File: config.mk
export PLATFORM = sky130hd
export DESIGN_NAME = mac_seq_flat
export DESIGN_NICKNAME = d
export VERILOG_FILES = /design/src/rtl/mac_seq_pkg.sv /design/src/rtl/mac_seq_if.sv /design/src/rtl/mac_seq_tag_pipe.sv /design/src/rtl/mac_seq.sv /design/src/flat_wrapper.sv
export SDC_FILE = /design/constraint.sdc
export NUM_CORES = 1
export LEC_CHECK = 0
export CAP_MARGIN = 5
export CORE_AREA = 2 2 116 118
export DETAILED_ROUTE_END_ITERATION = 12
export DIE_AREA = 0 0 118 120
export PLACE_DENSITY_LB_ADDON = 0.05
export RECOVER_POWER = 100
export SLEW_MARGIN = 20
export SYNTH_ARGS = -nofsm -noshare
export SYNTH_HDL_FRONTEND = slang
export SYNTH_SLANG_ARGS = --single-unit
export TNS_END_PERCENT = 100
File: constraint.sdc
create_clock -name clk -period 3.4 [get_ports clk]
set_input_delay 0.68 -clock clk [delete_from_list [all_inputs] [get_ports clk]]
set_output_delay 0.68 -clock clk [all_outputs]
set_load 0.01 [all_outputs]
File: src/rtl/mac_seq_pkg.sv
// Shared types for the MAC job sequencer: FSM state encoding and the per-beat tag
// that travels alongside the mul->acc datapath.
package mac_seq_pkg;

    typedef enum logic [1:0] {
        IDLE  = 2'd0,
        RUN   = 2'd1,
        DRAIN = 2'd2
    } mac_seq_state_t;

    // v: beat was a real operand, f: first beat of a reduction,
    // l: last beat of a reduction, j: last beat of the last output of the job
    typedef struct packed {
        logic v;
        logic f;
        logic l;
        logic j;
    } mac_tag_t;

endpackage

File: src/rtl/mac_seq_if.sv
// Config, operand and result handshakes of one PE's MAC sequencer, plus the
// control strobes it drives into the mul->acc chain.
interface mac_seq_if #(
    parameter int WC = 16
);
    logic          cfg_valid;
    logic          cfg_ready;
    logic [WC-1:0] cfg_k;
    logic [WC-1:0] cfg_n;
    logic          s_valid;
    logic          s_ready;
    logic          mac_en;
    logic          mac_zero;
    logic          mac_first;
    logic          m_valid;
    logic          m_ready;
    logic          m_last;
    logic          busy;
    logic          done;

    modport slave (
        input  cfg_valid, cfg_k, cfg_n, s_valid, m_ready,
        output cfg_ready, s_ready, mac_en, mac_zero, mac_first,
               m_valid, m_last, busy, done
    );

    modport master (
        output cfg_valid, cfg_k, cfg_n, s_valid, m_ready,
        input  cfg_ready, s_ready, mac_en, mac_zero, mac_first,
               m_valid, m_last, busy, done
    );
endinterface

File: src/rtl/mac_seq_tag_pipe.sv
// Enabled shift register carrying beat tags in lockstep with the mul->acc chain.
// tap_o is stage TAP (mul output), last_o is the final stage (acc output).
module mac_tag_pipe #(
    parameter int  DEPTH = 2,
    parameter int  TAP   = 1,
    parameter type T     = logic
) (
    input  logic clk,
    input  logic rst,
    input  logic en_i,
    input  T     d_i,
    output T     tap_o,
    output T     last_o
);

    T pipe_q [DEPTH];

    always_ff @(posedge clk) begin
        if (rst) begin
            for (int i = 0; i < DEPTH; i++) begin
                pipe_q[i] <= '0;
            end
        end else if (en_i) begin
            pipe_q[0] <= d_i;
            for (int i = 1; i < DEPTH; i++) begin
                pipe_q[i] <= pipe_q[i-1];
            end
        end
    end

    assign tap_o  = pipe_q[TAP-1];
    assign last_o = pipe_q[DEPTH-1];

endmodule

File: src/rtl/mac_seq.sv
// Job sequencer for one mul->acc MAC chain: frames each job as N outputs of
// K-beat reductions and drives the chain's enable, zero-gate and first strobe.
module mac_seq
    import mac_seq_pkg::*;
#(
    parameter int LM = 1,
    parameter int LA = 1,
    parameter int WC = 16
) (
    input  logic     clk,
    input  logic     rst,
    mac_seq_if.slave bus
);

    mac_seq_state_t state_q, state_d;
    logic [WC-1:0]  k_q, k_d;
    logic [WC-1:0]  n_q, n_d;
    logic [WC-1:0]  beat_q, beat_d;
    logic [WC-1:0]  outs_in_q, outs_in_d;
    logic [WC-1:0]  outs_out_q, outs_out_d;
    logic           done_q, done_d;

    logic           mac_en;
    logic           s_ready;
    logic           accept;
    logic           m_valid;
    logic           m_hs;
    logic           last_beat;
    logic           last_out;
    mac_tag_t       tag_in;
    mac_tag_t       tag_first;
    mac_tag_t       tag_out;

    // A blocked result freezes the whole chain so y stays put until taken.
    assign mac_en  = !(m_valid && !bus.m_ready);
    assign s_ready = (state_q == RUN) && mac_en;
    assign accept  = bus.s_valid && s_ready;
    assign m_hs    = m_valid && bus.m_ready;

    always_comb begin
        last_beat = (beat_q == k_q - WC'(1));
        last_out  = (outs_in_q == n_q - WC'(1));
        tag_in.v  = accept;
        tag_in.f  = accept && (beat_q == '0);
        tag_in.l  = accept && last_beat;
        tag_in.j  = accept && last_beat && last_out;
    end

    mac_tag_pipe #(
        .DEPTH (LM + LA),
        .TAP   (LM),
        .T     (mac_tag_t)
    ) u_tag_pipe (
        .clk    (clk),
        .rst    (rst),
        .en_i   (mac_en),
        .d_i    (tag_in),
        .tap_o  (tag_first),
        .last_o (tag_out)
    );

    assign m_valid = tag_out.v && tag_out.l;

    always_comb begin
        state_d    = state_q;
        k_d        = k_q;
        n_d        = n_q;
        beat_d     = beat_q;
        outs_in_d  = outs_in_q;
        outs_out_d = outs_out_q;
        done_d     = 1'b0;
        unique case (state_q)
            IDLE: begin
                if (bus.cfg_valid) begin
                    k_d        = (bus.cfg_k == '0) ? WC'(1) : bus.cfg_k;
                    n_d        = bus.cfg_n;
                    beat_d     = '0;
                    outs_in_d  = '0;
                    outs_out_d = '0;
                    if (bus.cfg_n == '0) begin
                        done_d = 1'b1;
                    end else begin
                        state_d = RUN;
                    end
                end
            end
            RUN: begin
                // Earlier outputs can complete while later beats still stream in.
                if (m_hs) begin
                    outs_out_d = outs_out_q + WC'(1);
                end
                if (accept) begin
                    if (last_beat) begin
                        beat_d    = '0;
                        outs_in_d = outs_in_q + WC'(1);
                        if (last_out) begin
                            state_d = DRAIN;
                        end
                    end else begin
                        beat_d = beat_q + WC'(1);
                    end
                end
            end
            DRAIN: begin
                if (m_hs) begin
                    outs_out_d = outs_out_q + WC'(1);
                    if (outs_out_q + WC'(1) == n_q) begin
                        done_d  = 1'b1;
                        state_d = IDLE;
                    end
                end
            end
            default: begin
                state_d = IDLE;
            end
        endcase
    end

    always_ff @(posedge clk) begin
        if (rst) begin
            state_q    <= IDLE;
            beat_q     <= '0;
            outs_in_q  <= '0;
            outs_out_q <= '0;
            done_q     <= 1'b0;
        end else begin
            state_q    <= state_d;
            beat_q     <= beat_d;
            outs_in_q  <= outs_in_d;
            outs_out_q <= outs_out_d;
            done_q     <= done_d;
        end
    end

    // Job geometry is only consulted outside IDLE, after a config has loaded it.
    always_ff @(posedge clk) begin
        k_q <= k_d;
        n_q <= n_d;
    end

    assign bus.cfg_ready = (state_q == IDLE);
    assign bus.s_ready   = s_ready;
    assign bus.mac_en    = mac_en;
    assign bus.mac_zero  = !accept;
    assign bus.mac_first = tag_first.v && tag_first.f;
    assign bus.m_valid   = m_valid;
    assign bus.m_last    = tag_out.j;
    assign bus.busy      = (state_q != IDLE);
    assign bus.done      = done_q;

endmodule
File: src/flat_wrapper.sv
// flat-port wrapper written by rule: the top's interface ports become plain ports
module mac_seq_flat import mac_seq_pkg::*;
#(
    parameter int LM = 1,
    parameter int LA = 1,
    parameter int WC = 16
)
  (clk, rst, bus_cfg_valid, bus_cfg_k, bus_cfg_n, bus_s_valid, bus_m_ready, bus_cfg_ready, bus_s_ready, bus_mac_en, bus_mac_zero, bus_mac_first, bus_m_valid, bus_m_last, bus_busy, bus_done);
  mac_seq_if #(.WC(WC)) bus_i ();
  input  logic clk;
  input  logic rst;
  input wire logic [$bits(bus_i.cfg_valid)-1:0] bus_cfg_valid;
  input wire logic [$bits(bus_i.cfg_k)-1:0] bus_cfg_k;
  input wire logic [$bits(bus_i.cfg_n)-1:0] bus_cfg_n;
  input wire logic [$bits(bus_i.s_valid)-1:0] bus_s_valid;
  input wire logic [$bits(bus_i.m_ready)-1:0] bus_m_ready;
  output wire logic [$bits(bus_i.cfg_ready)-1:0] bus_cfg_ready;
  output wire logic [$bits(bus_i.s_ready)-1:0] bus_s_ready;
  output wire logic [$bits(bus_i.mac_en)-1:0] bus_mac_en;
  output wire logic [$bits(bus_i.mac_zero)-1:0] bus_mac_zero;
  output wire logic [$bits(bus_i.mac_first)-1:0] bus_mac_first;
  output wire logic [$bits(bus_i.m_valid)-1:0] bus_m_valid;
  output wire logic [$bits(bus_i.m_last)-1:0] bus_m_last;
  output wire logic [$bits(bus_i.busy)-1:0] bus_busy;
  output wire logic [$bits(bus_i.done)-1:0] bus_done;
  assign bus_i.cfg_valid = bus_cfg_valid;
  assign bus_i.cfg_k = bus_cfg_k;
  assign bus_i.cfg_n = bus_cfg_n;
  assign bus_i.s_valid = bus_s_valid;
  assign bus_i.m_ready = bus_m_ready;
  assign bus_cfg_ready = bus_i.cfg_ready;
  assign bus_s_ready = bus_i.s_ready;
  assign bus_mac_en = bus_i.mac_en;
  assign bus_mac_zero = bus_i.mac_zero;
  assign bus_mac_first = bus_i.mac_first;
  assign bus_m_valid = bus_i.m_valid;
  assign bus_m_last = bus_i.m_last;
  assign bus_busy = bus_i.busy;
  assign bus_done = bus_i.done;
  mac_seq #(.LM(LM), .LA(LA), .WC(WC)) u_core (.clk(clk), .rst(rst), .bus(bus_i));
endmodule
## Word-level counts from Yosys, hierarchy flattened

Memory sizes are Yosys's and may differ from the RTL's.
Cells that the tools add are included.

| operators by class | value |
|---|---|
| eq/ne operators | 13 |
| add/sub/neg operators | 5 |
| bitwise gates (word level) | 2 |
| reduce and logical (&&, ||, !) cells | 25 |
| mux-type cells | 29 |

Operators with widths:

| kind | number |
|---|---|
| 16-bit 2-to-1 mux | 6 |
| 16-bit one-hot mux with 2 select lines | 3 |
| 16-bit by 1-bit adder with 16-bit output, second input constant | 3 |
| 16-bit == test | 3 |
| 16-bit logical NOT | 3 |
| 16-bit by 1-bit subtractor with 16-bit output, second input constant | 2 |
| 2-bit 2-to-1 mux | 7 |
| 2-bit by 1-bit != test with 1-bit output, second input constant | 6 |
| 1-bit logical AND | 9 |
| 1-bit 2-to-1 mux | 9 |
| 4-bit 2-to-1 mux | 2 |
| 7-bit AND reduction | 1 |
| 2-bit one-hot mux with 3 select lines | 1 |
| 3-bit AND reduction | 2 |
| 2-bit nonzero test | 3 |
| 2-bit != test, second input constant | 2 |
| 4-bit AND reduction | 1 |
| 1-bit logical NOT | 3 |
| 2-bit by 1-bit == test with 1-bit output, second input constant | 1 |
| 2-bit == test, second input constant | 1 |
| 2-bit logical NOT | 1 |
| 1-bit OR | 2 |
| 1-bit one-hot mux with 2 select lines | 1 |
| 2-bit AND reduction | 1 |
| 2-bit OR reduction | 1 |

| word-level totals | value |
|---|---|
| output and inout bits | 9 |
| RAM bits | 8 |
| memories kept | 1 |
| flip-flop bits (word level) | 83 |
| input bits | 37 |

Memories:

| name | depth | width | read ports | clocked after memory_dff | wr ports | RTL line | text |
|---|---|---|---|---|---|---|---|
| u_core.u_tag_pipe.pipe_q | 2 | 4 | 2 | 0 | 2 | mac_seq_tag_pipe.sv:16 | `T pipe_q [DEPTH];` |

## Depth between registers and ports, before layout

Gate-level depths: netlist (run 1).

| depth | value |
|---|---|
| word-level depth | 8 |
| mapped depth | 12 |
| gate-level depth less buffers | 10 |

## Cells and area by module

From an unflattened synthesis (run 1), not the netlist that was laid out.

| second synthesis, totals | value |
|---|---|
| cells, all modules | 682 |
| area, all modules | 5850.6 µm² |

Modules (own cells, without submodules):

| module | sequential area each (µm²) | cells each | area each (µm²) | instances |
|---|---|---|---|---|
| mac_seq | 1981.9 | 665 | 5534.1 | 1 |
| mac_tag_pipe | 240.2 | 17 | 316.6 | 1 |

## Worst setup path after synthesis (run 1)

No wires, ideal clock.

| timing path | value |
|---|---|
| path kind | register to register |
| start | register u_core.k_q[0] |
| end | register u_core.outs_in_q[5] |
| slack | -0.062 ns |
| clock period less this slack | 3.462 ns |
| cell stages (with the launch flop) | 11 |
| data required time | 3.272 ns |
| path buffers | 0 |
| setup time | 0.128 ns |
| data arrival time | 3.334 ns |
| path through | edfxtp_1 -> inv_1 -> ha_1 -> nor3b_1 -> nor4b_1 -> a31oi_1 -> or4b_2 -> a2111o_4 -> a2111oi_1 -> xnor2_1 -> nor2_1 |

| between the ends | value |
|---|---|
| word-level cells in the longest chain between the ends | 4 |

Ends and longest elaborated chain:

| item | RTL line | text |
|---|---|---|
| start: declaration | mac_seq.sv:16 | `logic [WC-1:0] k_q, k_d;` |
| start signal: assignment | mac_seq.sv:137 | `k_q <= k_d;` |
| 16-bit by 1-bit subtractor with 16-bit output | mac_seq.sv:41 | `last_beat = (beat_q == k_q - WC'(1));` |
| 16-bit == test | mac_seq.sv:41 |  |
| 2-bit by 1-bit != test with 1-bit output (no line) | -- |  |
| 4-bit AND reduction (no line) | -- |  |
| end signal: assignment | mac_seq.sv:129 | `outs_in_q <= outs_in_d;` |
| end: declaration | mac_seq.sv:19 | `logic [WC-1:0] outs_in_q, outs_in_d;` |

Every way passes these cells.
A chain may end at the register's enable or synchronous reset.

## Worst setup path in the final report (run 1)

| timing path | value |
|---|---|
| start | register u_core.k_q[0] |
| end | register u_core.outs_in_q[1] |

The elaborated chain is that of the path after synthesis.

==> impl_metrics.tcl, run 1 <==
set metrics [dict create \
    syn-num-nets 711 \
    crit_end "u_core.outs_in_q[1]$_SDFFE_PP0P_" \
    slew_headroom_pct 59.3 \
    critPathCaptureType "flop" \
    maxCapViolations 0 \
    crit_path_max_fanout 7 \
    grt_max_degree 33 \
    die_y_um 120 \
    power-per-cell-area_nw_per_um2 501 \
    cts_tree "done" \
    min_period_ps 3390 \
    clock-sinks 90 \
    ys_async_sr_fraction_pct 0 \
    clk_latency_ps 360 \
    synthFlopType "dfxtp_1" \
    totalWireLength_mm 15.5 \
    drv_slew 0 \
    intPower_uw 2400 \
    swShare_pct 32.4 \
    ir_worst_vdd_mv 0.294 \
    overflow 0 \
    viasPerCell 5.60 \
    p_clk_share_pct 32.7 \
    start_kind "flop" \
    route.detailed.drc 0 \
    synth_cell_types 62 \
    startpoint "u_core.k_q[0]$_SDFFCE_PN1P_" \
    area_growth_pct 24.6 \
    dpl.hpwl_mm 11.6 \
    synthTopCellsByCount "nor2_1, nand2_1, xnor2_1" \
    cts.root.buffer_cell "clkbuf_16" \
    r2r_slack_ps 10 \
    grt_pass1_vias 4958 \
    tns_ps 0 \
    rsz0062_at_grt "yes" \
    nets 771 \
    synthTopCellsByArea "edfxtp_1, dfxtp_1, xnor2_1" \
    power_uw 3550 \
    yosys.area.top_type "edfxtp_1" \
    place_ws_ps -375 \
    ys_warn_count 0 \
    detail_route.wl_per_cell_um 17.1 \
    coreArea_sq_um 13000 \
    crit_required_ps 3660 \
    clk_pin_slew_ps 70 \
    drt_first_iter_violations 290 \
    ys_seq_area_share_pct 38.5 \
    cts_max_level 3 \
    skew_ps 11.2 \
    drive_gt1_share_pct 13.7 \
    r2r-end "u_core.outs_in_q[1]$_SDFFE_PP0P_" \
    period_share_pct 99.7 \
    dieArea_sq_um 14200 \
    synth_cells 664 \
    status "completed" \
    antenna_left 0 \
    p_sw_uw 1150 \
    finalSetupViolCount 0 \
    postSynthAreaPerCell_sq_um 8.56 \
    seq_power_share_pct 37.9 \
    hold_path.class "flop to flop" \
    final_area_sq_um 7080 \
    min_path_cells 1 \
    p_leak_uw 0.00245 \
    cts_buffer_depth 2 \
    io_pins 46 \
    dr.pass1.iters 7 \
    antennaDiodeCount 0 \
    crit_arrival_ps 3660 \
    hold_violations 0 \
    grt_pass1_wl_mm 25.2 \
    start_util_pct 43.8 \
    route.vias.total 5064 \
    cts_buffers 9 \
    place.gp.congestion 0.852 \
    yosysMostFrequentCell "nor2_1" \
    timing.rr.start "u_core.k_q[0]$_SDFFCE_PN1P_" \
    ff2ff_path_depth 9 \
    combPwrFrac_pct 29.5 \
    portBuffers 45 \
    postLayoutCoreUtil_pct 54.6 \
    crit_type "flop to flop" \
    syn-cell-area_sq_um 5690 \
    synth-edff-count 39 \
    die-width_um 118 \
    postPlaceCellArea_sq_um 6580 \
    tightest_slew_ps 609 \
    antenna_found_initial 0 \
    fin_ws_ps 9.55 \
    ys_ff_latch 90 \
    max_clock_freq_mhz 295 \
    grtUsageTotal_pct 22.5 \
    row_count 42 \
    synth_top_area_share_pct 20.6 \
]
[cells in the final DEF, fill, tap and decap left out, types with 5 or more instances in the layout]
cell and count:
a31oi_1 6, nand3_1 24, dfxtp_1 51, nand2_1 58, nand4b_1 7, or2_2 6, edfxtp_1 39, nor4_1 23
xnor2_1 55, nor2_1 73, a21oi_1 30, and2_1 10, dlygate4sd3_1 31, buf_4 48, clkbuf_16 9, inv_1 22
nand4_1 20, o21ai_0 15, ha_1 10, nor3b_1 5, or3_1 6, xor2_1 33, clkdlybuf4s50_1 14, and3_1 7
nor3_1 26
[critical path: stages, from the launching register on]
cell	delay [ps]
edfxtp_1	440
or4_4	590
or4_4	440
or4_4	510
a2bb2o_4	220
a2111o_4	450
buf_6	180
buf_4	130
nand3b_1	150
a31oi_1	180
[how the worst min path moves through the flow]
| stage | from | endpoint | slack, ps |
|---|---|---|---|
| 2_1_floorplan | u_core.outs_in_q[9]$_SDFFE_PP0P_ | u_core.outs_in_q[9]$_SDFFE_PP0P_ | 470 |
| 3_3_place_gp | u_core.u_tag_pipe.pipe_q[0][0]$_SDFFCE_PN0P_ | u_core.u_tag_pipe.pipe_q[0][4]$_SDFFCE_PN0P_ | 500 |
| 3_5_place_dp | u_core.u_tag_pipe.pipe_q[0][1]$_SDFFCE_PN0P_ | u_core.u_tag_pipe.pipe_q[0][5]$_SDFFCE_PN0P_ | 510 |
| 4_1_cts | u_core.outs_out_q[1]$_SDFFE_PP0P_ | u_core.outs_out_q[1]$_SDFFE_PP0P_ | 520 |
| 5_1_grt | u_core.outs_out_q[1]$_SDFFE_PP0P_ | u_core.outs_out_q[1]$_SDFFE_PP0P_ | 550 |
| 6_report | u_core.u_tag_pipe.pipe_q[0][0]$_SDFFCE_PN0P_ | u_core.u_tag_pipe.pipe_q[0][4]$_SDFFCE_PN0P_ | 520 |
[metal layers]
metal | wire length, um | track usage, % | vias to the layer above
met5 | 0 | 0 | -
met4 | 354 | 9.26 | 0
met3 | 565 | 2.99 | 20
met2 | 8040 | 40.6 | 110
met1 | 6510 | 27.1 | 2427
li1 | - | - | 2507
[per-stage QoR]
step	instances	hold slack, ps
floorplan	664	471
detailed placement	886	509
global route	905	551
global placement	886	500
finish	905	521
CTS	905	520
[cells by family (layout without fill, tap and decap cells)]
logic type | after synthesis | after routing | synth area share, %
and+or+nand+nor | 299 | 299 | 27.4
AOI/OAI and AO/OA | 101 | 101 | 12.5
DFF | 90 | 90 | 38.5
xor gates and xnor gates | 88 | 88 | 13.6
buffers and inverters | 71 | 136 | 4.73
adders and majority gates | 10 | 10 | 2.20
muxes | 5 | 5 | 1.10
[cell type report]
cell class / count / area, sq um
Fill cell: 1210 / 5900
Multi-Input combinational cell: 503 / 3370
Sequential cell: 90 / 2190
Timing Repair Buffer: 98 / 876
Clock buffer: 9 / 225
Tap cell: 176 / 220
Clock inverter: 7 / 118
Inverter: 22 / 82.6
[power by group through the flow]
stage	clock network, uW	logic (uW)	registers [uW]
5_1_grt	1220	1150	1360
3_5_place_dp	0	1000	1370
6_report	1160	1050	1340
4_1_cts	1180	1030	1350
3_3_place_gp	0	983	1370
2_1_floorplan	0	620	1340
[what timing repair did]
item | 4_1_cts | 5_1_grt
buffers inserted | 3 | 0
hold buffers | 0 | 0
hold endpoints to repair | 0 | 0
resized for setup | 7 | 17
cloned | 0 | 0
endpoints found under the setup margin | 31 | 35
pin swaps | 0 | 8
[sequential cells by signal (all words and copies together), names as in the netlist]
| name | count |
|---|---|
| u_core.beat_q | 16 |
| u_core.k_q | 16 |
| u_core.outs_in_q | 16 |
| u_core.bus.done | 1 |
| u_core.u_tag_pipe.pipe_q | 7 |
| u_core.n_q | 16 |
| u_core.state_q | 2 |
| u_core.outs_out_q | 16 |
Note: power is estimated with default switching activity, not from simulation.
==> run 2, diff against run 1 <==
CTS_CLUSTER_DIAMETER = 60   (was not set)
==> results of run 2 <==
The final DEF is identical to that of run 1; final timing and power are the same.
==> run 3, diff against run 2 <==
SETUP_SLACK_MARGIN = 0.2   (was not set)
==> run 3 against run 2 <==
Against the previous run: sequential cell count did not move; register-to-register slack improved by 50 ps; sequential share of layout area is essentially flat; non-clock buffer count down 1; power is 5.1% lower; wire length rose by 0.83%; critical path depth unchanged; maximum frequency increased by 1.6%; combinational power is essentially flat; clock skew down 4.1 ps; via count is 0.79% lower; largest power group unchanged; highest routed layer unchanged.
==> impl_metrics.tcl, run 3 (synthesis results as in run 1) <==
set metrics [dict create \
    status "completed" \
    finalSetupViolCount 0 \
    clock-sinks 90 \
    cts_tree "done" \
    max_clock_freq_mhz 300 \
    viasPerCell 5.56 \
    r2r_slack_ps 60 \
    grtUsageTotal_pct 22.9 \
    cts_buffers 9 \
    row_count 42 \
    drt_first_iter_violations 252 \
    swShare_pct 35.3 \
    route.vias.total 5024 \
    die-width_um 118 \
    ir_worst_vdd_mv 0.356 \
    crit_chain "or4_4, or4_4, or4_4, a2bb2o_4, a2111o_4, buf_12, a2111oi_4, xnor2_1, nor2_1" \
    mostFrequentLayoutCell "nor2_1" \
    antenna_left 0 \
    antennaDiodeCount 0 \
    dieArea_sq_um 14200 \
    cpMaxStageDelayCell "or4_4" \
    cts_buffer_depth 2 \
    slew_headroom_pct 2.16 \
    portBuffers 45 \
    clk_pin_slew_ps 60 \
    clk_latency_ps 350 \
    grt_pass1_vias 4920 \
    cts_max_level 3 \
    p_sw_uw 1190 \
    hold_path.class "flop to flop" \
    route.detailed.drc 0 \
    min_path_cells 2 \
    place.gp.congestion 0.864 \
    ff2ff_path_depth 9 \
    io_pins 46 \
    fin_ws_ps 61.7 \
    tns_ps 0 \
    area_growth_pct 24.5 \
    skew_ps 7.19 \
    die_y_um 120 \
    antenna_found_initial 0 \
    crit_top_cell "or4_4" \
    dpl.hpwl_mm 11.7 \
    fill_cells 1218 \
    p_leak_uw 0.00243 \
    slowest_delay_ps 530 \
    start_util_pct 43.8 \
    min_period_ps 3340 \
    hold_buffers 0 \
    overflow 0 \
    start_kind "flop" \
    cts.root.buffer_cell "clkbuf_16" \
    hold_violations 0 \
    combPwrFrac_pct 31.7 \
    crit_arrival_ps 3560 \
    final_area_sq_um 7080 \
    place_ws_ps -268 \
    dr.pass1.iters 4 \
    grt_max_degree 30 \
    drv_slew 0 \
    intPower_uw 2180 \
    crit_path_max_fanout 8 \
    critPathCaptureType "flop" \
    drive_gt1_share_pct 13.7 \
    power-per-cell-area_nw_per_um2 476 \
    regArea_sq_um 2190 \
    rsz0062_at_grt "yes" \
    power_uw 3370 \
    detail_route.wl_per_cell_um 17.3 \
    seq_power_share_pct 40.3 \
    totalWireLength_mm 15.6 \
    crit_type "flop to flop" \
    coreArea_sq_um 13000 \
    p_clk_share_pct 28.0 \
    grt_pass1_wl_mm 25.4 \
    period_share_pct 98.2 \
    nets 770 \
    tightest_slew_ps 1470 \
    multi_input_area_sq_um 3430 \
    maxCapViolations 0 \
    crit_required_ps 3620 \
    mostFrequentLayoutCells "nor2_1, nand2_1, xnor2_1" \
    postPlaceCellArea_sq_um 6580 \
]
## run 3: power groups by stage
stage	clock network (uW)	logic (uW)	registers, uW
2_1_floorplan	0	642	1340
3_3_place_gp	0	993	1380
3_5_place_dp	0	1010	1380
4_1_cts	961	1070	1360
5_1_grt	1010	1180	1370
6_report	942	1070	1360
## run 3: routing by layer
layer | track usage (%) | share of wire, % | vias up
met5 | 0 | 0 | -
met4 | 7.38 | 2.0 | 0
met3 | 4.52 | 3.4 | 19
met2 | 41.7 | 52 | 99
met1 | 27.0 | 43 | 2408
li1 | - | - | 2498
## run 3: final cells by class
class	count	area share, %
clock buffer	10	3.23
clock inverter	6	0.619
sequential	90	31.0
multi-input combinational	503	48.5
tap	176	3.11
inverter	22	1.17
timing repair buffer	97	12.4
## run 3: worst paths after layout
path | start | end
worst min-delay path | u_core.outs_out_q[1]$_SDFFE_PP0P_ | u_core.outs_out_q[1]$_SDFFE_PP0P_
worst max-delay path | u_core.k_q[0]$_SDFFCE_PN1P_ | u_core.outs_in_q[10]$_SDFFE_PP0P_
worst max register to register | u_core.k_q[0]$_SDFFCE_PN1P_ | u_core.outs_in_q[10]$_SDFFE_PP0P_
worst min register to register | u_core.outs_out_q[1]$_SDFFE_PP0P_ | u_core.outs_out_q[1]$_SDFFE_PP0P_
## run 3: metrics by stage
stage	hold WS (ps)	instances	utilization, %
2_1_floorplan	471	664	-
3_3_place_gp	499	876	50.7
3_5_place_dp	503	876	50.7
4_1_cts	514	899	54.0
5_1_grt	542	904	54.5
6_report	525	904	54.5
## run 3: critical path, delay by kind of cell (launching register included)
kind	cells	cell delay, ps
AOI/OAI and AO/OA	3	880
xor gates and xnor gates	1	160
buffers and inverters	1	160
DFF	1	480
and+or+nand+nor	4	1530
## run 3: timing repair
item	in CTS	in global routing
cloned	1	0
resized for setup	17	11
buffers inserted	6	5
endpoints found under the setup margin	35	34
pin swaps	9	7
